## config.mk

```make
export PLATFORM = sky130hd
export DESIGN_NAME = mul_div_unit
export DESIGN_NICKNAME = d
export VERILOG_FILES = /design/src/rtl/mul_div_unit.sv
export SDC_FILE = /design/constraint.sdc
export NUM_CORES = 1
export LEC_CHECK = 0
export BUFFER_PORTS_ARGS = -buffer_cell sky130_fd_sc_hd__buf_4
export CAP_MARGIN = 30
export CORE_MARGIN = 1
export CORE_UTILIZATION = 52
export CTS_BUF_LIST = sky130_fd_sc_hd__clkbuf_8
export CTS_CLUSTER_SIZE = 20
export DETAILED_ROUTE_END_ITERATION = 10
export PLACE_DENSITY = 0.7
export SLEW_MARGIN = 20
export SYNTH_ARGS = -nofsm -noshare
export SYNTH_HDL_FRONTEND = slang
export SYNTH_SLANG_ARGS = --single-unit
```

## constraint.sdc

```tcl
create_clock -name clk -period 10.52 [get_ports clk]
set_input_delay 1.052 -clock clk [delete_from_list [all_inputs] [get_ports clk]]
set_output_delay 1.052 -clock clk [all_outputs]
set_load 0.05 [all_outputs]
```

## src/rtl/mul_div_unit.sv

```systemverilog
// Iterative HI/LO multiply/divide unit: shift-add multiply, restoring divide, MTHI/MTLO writes.
// Optional MULDIV_FAST_ZERO_EN: zero-operand launches commit immediately and skip CALC.
//
// state | meaning
// IDLE  | waiting for start or MTHI/MTLO
// CALC  | one multiply/divide step per edge, counter running down
// DONE  | result committed, done pulses; start may relaunch directly
module mul_div_unit #(
    parameter int DATA_WIDTH = 32
) (
    input  logic                  clk,
    input  logic                  rstd,
    input  logic                  start,
    input  logic [1:0]            op,
    input  logic [DATA_WIDTH-1:0] srcA,
    input  logic [DATA_WIDTH-1:0] srcB,
    input  logic                  writeHi,
    input  logic                  writeLo,
    output logic [DATA_WIDTH-1:0] hi,
    output logic [DATA_WIDTH-1:0] lo,
    output logic                  busy,
    output logic                  done
);
    localparam int W = DATA_WIDTH;
    localparam int CW = $clog2(W + 1);
    localparam logic [CW-1:0] CNT_LOAD = CW'(W);
    localparam logic [CW-1:0] CNT_LAST = CW'(1);

    localparam logic [1:0] IDLE = 2'd0;
    localparam logic [1:0] CALC = 2'd1;
    localparam logic [1:0] DONE = 2'd2;

    logic [1:0]    state;
    logic [CW-1:0] cnt;
    logic          isDiv, negQ, negR, divZero;
    logic [W-1:0]  operand, accHi, accLo, srcALat;
    logic [W-1:0]  hiReg, loReg;

    logic          signedOp, divOp, aNeg, bNeg, launch, takeFast;
    logic [W-1:0]  absA, absB;
    logic [W:0]    sum, shifted;
    logic          geq;
    logic [W-1:0]  nextHi, nextLo, resHi, resLo;
    logic [2*W-1:0] prod;

    assign signedOp = ~op[0];
    assign divOp    = op[1];
    assign aNeg     = signedOp & srcA[W-1];
    assign bNeg     = signedOp & srcB[W-1];
    assign absA     = aNeg ? -srcA : srcA;
    assign absB     = bNeg ? -srcB : srcB;
    assign launch   = start && (state == IDLE || state == DONE);

`ifdef MULDIV_FAST_ZERO_EN
    assign takeFast = divOp ? (srcA == '0 && srcB != '0) : (srcA == '0 || srcB == '0);
`else
    assign takeFast = 1'b0;
`endif

    // Shared datapath: accHi/accLo hold partial product, or remainder/quotient during divide.
    always_comb begin
        sum     = {1'b0, accHi} + (accLo[0] ? {1'b0, operand} : '0);
        shifted = {accHi, accLo[W-1]};
        geq     = shifted >= {1'b0, operand};
        if (isDiv) begin
            nextHi = geq ? (shifted[W-1:0] - operand) : shifted[W-1:0];
            nextLo = {accLo[W-2:0], geq};
        end else begin
            nextHi = sum[W:1];
            nextLo = {sum[0], accLo[W-1:1]};
        end
    end

    always_comb begin
        prod  = {nextHi, nextLo};
        resHi = '0;
        resLo = '0;
        if (!isDiv) begin
            {resHi, resLo} = negQ ? -prod : prod;
        end else if (divZero) begin
            resHi = srcALat;
            resLo = '1;
        end else begin
            resHi = negR ? -nextHi : nextHi;
            resLo = negQ ? -nextLo : nextLo;
        end
    end

    always_ff @(posedge clk or negedge rstd) begin
        if (!rstd) begin
            state   <= IDLE;
            cnt     <= '0;
            isDiv   <= 1'b0;
            negQ    <= 1'b0;
            negR    <= 1'b0;
            divZero <= 1'b0;
            operand <= '0;
            accHi   <= '0;
            accLo   <= '0;
            srcALat <= '0;
            hiReg   <= '0;
            loReg   <= '0;
        end else begin
            case (state)
                IDLE, DONE: begin
                    if (launch && takeFast) begin
                        hiReg <= '0;
                        loReg <= '0;
                        state <= DONE;
                    end else if (launch) begin
                        isDiv   <= divOp;
                        negQ    <= aNeg ^ bNeg;
                        negR    <= aNeg;
                        divZero <= divOp && (srcB == '0);
                        srcALat <= srcA;
                        operand <= divOp ? absB : absA;
                        accLo   <= divOp ? absA : absB;
                        accHi   <= '0;
                        cnt     <= CNT_LOAD;
                        state   <= CALC;
                    end else begin
                        if (writeHi) hiReg <= srcA;
                        if (writeLo) loReg <= srcA;
                        state <= IDLE;
                    end
                end
                CALC: begin
                    accHi <= nextHi;
                    accLo <= nextLo;
                    cnt   <= cnt - CNT_LAST;
                    if (cnt == CNT_LAST) begin
                        hiReg <= resHi;
                        loReg <= resLo;
                        state <= DONE;
                    end
                end
                default: state <= IDLE;
            endcase
        end
    end

    assign hi   = hiReg;
    assign lo   = loReg;
    assign busy = (state == CALC);
    assign done = (state == DONE);
endmodule

```

==> impl_metrics.py <==
metrics = {
    "final_layout": {
        "fillCellCount": 3248,
        "drive_gt1_share_pct": 11.9,
        "regArea_um2": 5110,
        "area_delta_synth_final_pct": 11.2,
        "multi_input_area_um2": 12200,
        "nNetsFinal": 2567,
        "final_area_um2": 20300,
    },
    "timing": {
        "fmax_ghz": 0.161,
        "rsz0062_at_grt": "no",
        "fin_skew_ns": 0.0277,
        "finalSetupTns_ns": 0,
        "worst_slew_pin_slew_ns": 1.04,
        "fin_crit_ns": 6.21,
        "finalMaxSlewViolations": 0,
        "slew_headroom_pct": 31.0,
        "hold_viol_final": 0,
        "setup_viol_count_final": 0,
        "min_period_over_period_pct": 59.1,
    },
    "route": {
        "ant_nets": 0,
        "wl_per_cell_um": 26.4,
        "drt_wl_total_um": 76800,
        "vias": 19400,
        "drcViolationCount": 0,
        "first_iter_violations": 2108,
        "first_pass_iters": 6,
        "avgViaCountPerCell": 6.69,
    },
    "synth": {
        "syn_nets": 2519,
        "yosys_warnings": 0,
        "netlist_instances": 2376,
        "ys_types": 108,
        "ys_seq_elements": 204,
        "syn_avg_cell_area_um2": 7.67,
        "ys.flop_type": "dfrtp_1",
        "synth_area_um2": 18200,
        "synth-edff-count": 0,
        "synthArstFlopShare_pct": 100,
        "ys_seq_area_share_pct": 28.0,
    },
    "critical_path": {
        "cp_max_fo": 13,
        "crit_type": "reg2reg",
        "start_kind": "flop",
        "required_ns": 10.97,
        "arrival_ns": 6.66,
        "end_kind": "flop",
    },
    "cts": {
        "clock-sinks": 204,
        "clk_pin_slew_ns": 0.06,
        "cts-resized-gates": 0,
        "cts_root_buf": "clkbuf_8",
        "cts_hold_buffers": 0,
        "numCtsBuffers": 40,
        "cts_htree_levels": 2,
        "cts_buffer_depth": 3,
        "post-cts-setup-buffer-count": 0,
        "clk_latency_ns": 0.61,
        "cts_tree": "built",
    },
    "place": {
        "port_buffers": 136,
        "dpl.hpwl_um": 56900,
        "routabilityCongestion": 1.05,
        "place_area_um2": 19400,
    },
    "hold_path": {
        "hold_class": "reg2reg",
    },
    "floorplan": {
        "ios": 137,
        "core-area_um2": 34500,
        "die_x_um": 189,
        "dieArea_um2": 35800,
        "initial_utilization_pct": 52.7,
        "num_rows": 68,
        "fp.dieH_um": 189,
    },
    "flow_run": {
        "maxCapViolCount": 0,
    },
    "global_route": {
        "grt_pass1_vias": 18300,
        "antenna_found_initial": 6,
        "grt_max_degree": 104,
        "grt_pass1_wl_um": 113000,
        "grt_use_total_pct": 42.3,
        "grt-ovfl-total": 0,
    },
    "run_status": {
        "status": "completed",
    },
}
## worst max-delay path, cell delays in order, from the launching register on
cell	delay (ns)
dfrtp_1	0.44
ha_1	0.42
a21o_1	0.27
a221oi_4	0.36
o22ai_2	0.22
o311a_4	0.52
nor2_2	0.55
buf_4	0.32
a311oi_1	0.21
inv_1	0.17
ha_1	0.23
o31ai_1	0.15
nor3_1	0.48
nand3_1	0.26
or2_1	0.33
o41ai_1	0.44
mux2i_1	0.41
a21o_1	0.16
o311ai_1	0.09
## through the flow
| stage | hold slack (ns) | setup WS [ns] | util, % | cells |
|---|---|---|---|---|
| final | 0.476 | 4.31 | 58.6 | 2905 |
| after global routing | 0.493 | 4.18 | 58.6 | 2904 |
| after CTS | 0.476 | 4.56 | 58.5 | 2902 |
| after detailed placement | 0.462 | 4.57 | 56.2 | 2835 |
| after global placement | 0.454 | 4.51 | 56.2 | 2833 |
| after floorplan | 0.440 | 5.70 | - | 2376 |
## final cells by class
type | count | share of cell area [%]
Antenna cell | 1 | 0.0124
Clock inverter | 16 | 0.494
Sequential cell | 204 | 25.2
Inverter | 73 | 1.35
Tap cell | 455 | 2.81
Clock buffer | 51 | 3.47
Timing Repair Buffer | 166 | 6.29
Multi-Input combinational cell | 1939 | 60.4
## final timing paths
kind                       slack, ns         from     endpoint  cells after the start
max in group asynchronous       8.46         rstd        isDiv                      2
setup reg to reg                4.31     accHi[5]       hi[18]                     18
hold / removal                  0.48  srcALat[19]  srcALat[19]                      2
setup / recovery                4.31     accHi[5]       hi[18]                     18
hold reg to reg                 0.48  srcALat[19]  srcALat[19]                      2
min in group asynchronous       0.58         rstd    accHi[26]                      1
## cells in the final DEF (no fill, tap or decap), types with 8 or more instances in the layout
cell	count
and3_1	18
nand3_1	43
o21ai_1	15
nor4_1	17
a211oi_1	22
ha_1	70
o41ai_1	13
o31ai_1	26
nand4_1	28
dfrtp_1	203
clkbuf_8	52
or3_1	33
xnor2_1	97
a21o_1	30
o21a_1	23
o211ai_1	30
or2_2	10
o22ai_1	40
a221o_1	8
a221oi_1	8
a22o_1	13
o21bai_1	11
nor2b_1	17
xor2_1	74
mux2i_1	49
nand2_1	387
o221ai_1	34
a21oi_1	158
o21ai_0	227
buf_4	162
a31oi_1	22
nor3_1	58
and2_1	40
a211o_1	13
nor2_1	147
nand2b_1	14
inv_1	77
## synth_stat cells (13+ instances only)
master | count | area, µm²
o41ai_1 | 13 | 114
a31oi_1 | 22 | 138
clkbuf_1 | 122 | 458
o31ai_1 | 26 | 195
nor3_1 | 58 | 290
o21a_1 | 23 | 173
buf_2 | 14 | 70.1
o211ai_1 | 30 | 225
a22o_1 | 13 | 114
and2_1 | 40 | 250
o21ai_0 | 227 | 1140
nor2b_1 | 18 | 113
o21ai_1 | 15 | 75.1
a211o_1 | 13 | 114
a21o_1 | 30 | 225
mux2i_1 | 49 | 490
ha_1 | 70 | 876
nand3_1 | 43 | 215
nand2_1 | 387 | 1450
o221ai_1 | 34 | 298
nor4_1 | 17 | 106
nand2b_1 | 16 | 100
xor2_1 | 74 | 648
dfrtp_1 | 204 | 5100
xnor2_1 | 97 | 850
nor2_1 | 148 | 556
or3_1 | 33 | 206
and3_1 | 18 | 113
o22ai_1 | 40 | 250
a211oi_1 | 22 | 165
a21oi_1 | 160 | 801
buf_1 | 16 | 60.1
nand4_1 | 28 | 175
inv_1 | 72 | 270
## registers in the layout, indices dropped and copies added (netlist names), 2 cells and up
name and cells:
state 2, hi 32, cnt 6, accLo 32, operand 32, lo 32, accHi 32, srcALat 32
## cells by family (layout without fill, tap and decap cells)
kind of cell | Yosys count | in the layout | synth area share (%)
other cells | 0 | 1 | 0
xor+xnor | 171 | 171 | 8.22
mux | 55 | 55 | 3.08
buf+inv | 233 | 306 | 5.08
fa+ha+maj | 72 | 72 | 5.03
compound gates | 773 | 773 | 28.0
flops | 204 | 204 | 28.0
simple gates | 868 | 868 | 22.6
## metal layers
layer | GRT usage [%] | up-vias | wire length, µm
met2 | 69.1 | 1106 | 35400
met5 | 0 | - | 0
met4 | 27.6 | 0 | 5790
met3 | 7.71 | 314 | 6720
met1 | 51.1 | 9310 | 28900
li1 | - | 8715 | -
Power is not shown: default switching activity piles up to over one toggle a cycle in this logic, so the estimate is an artifact.
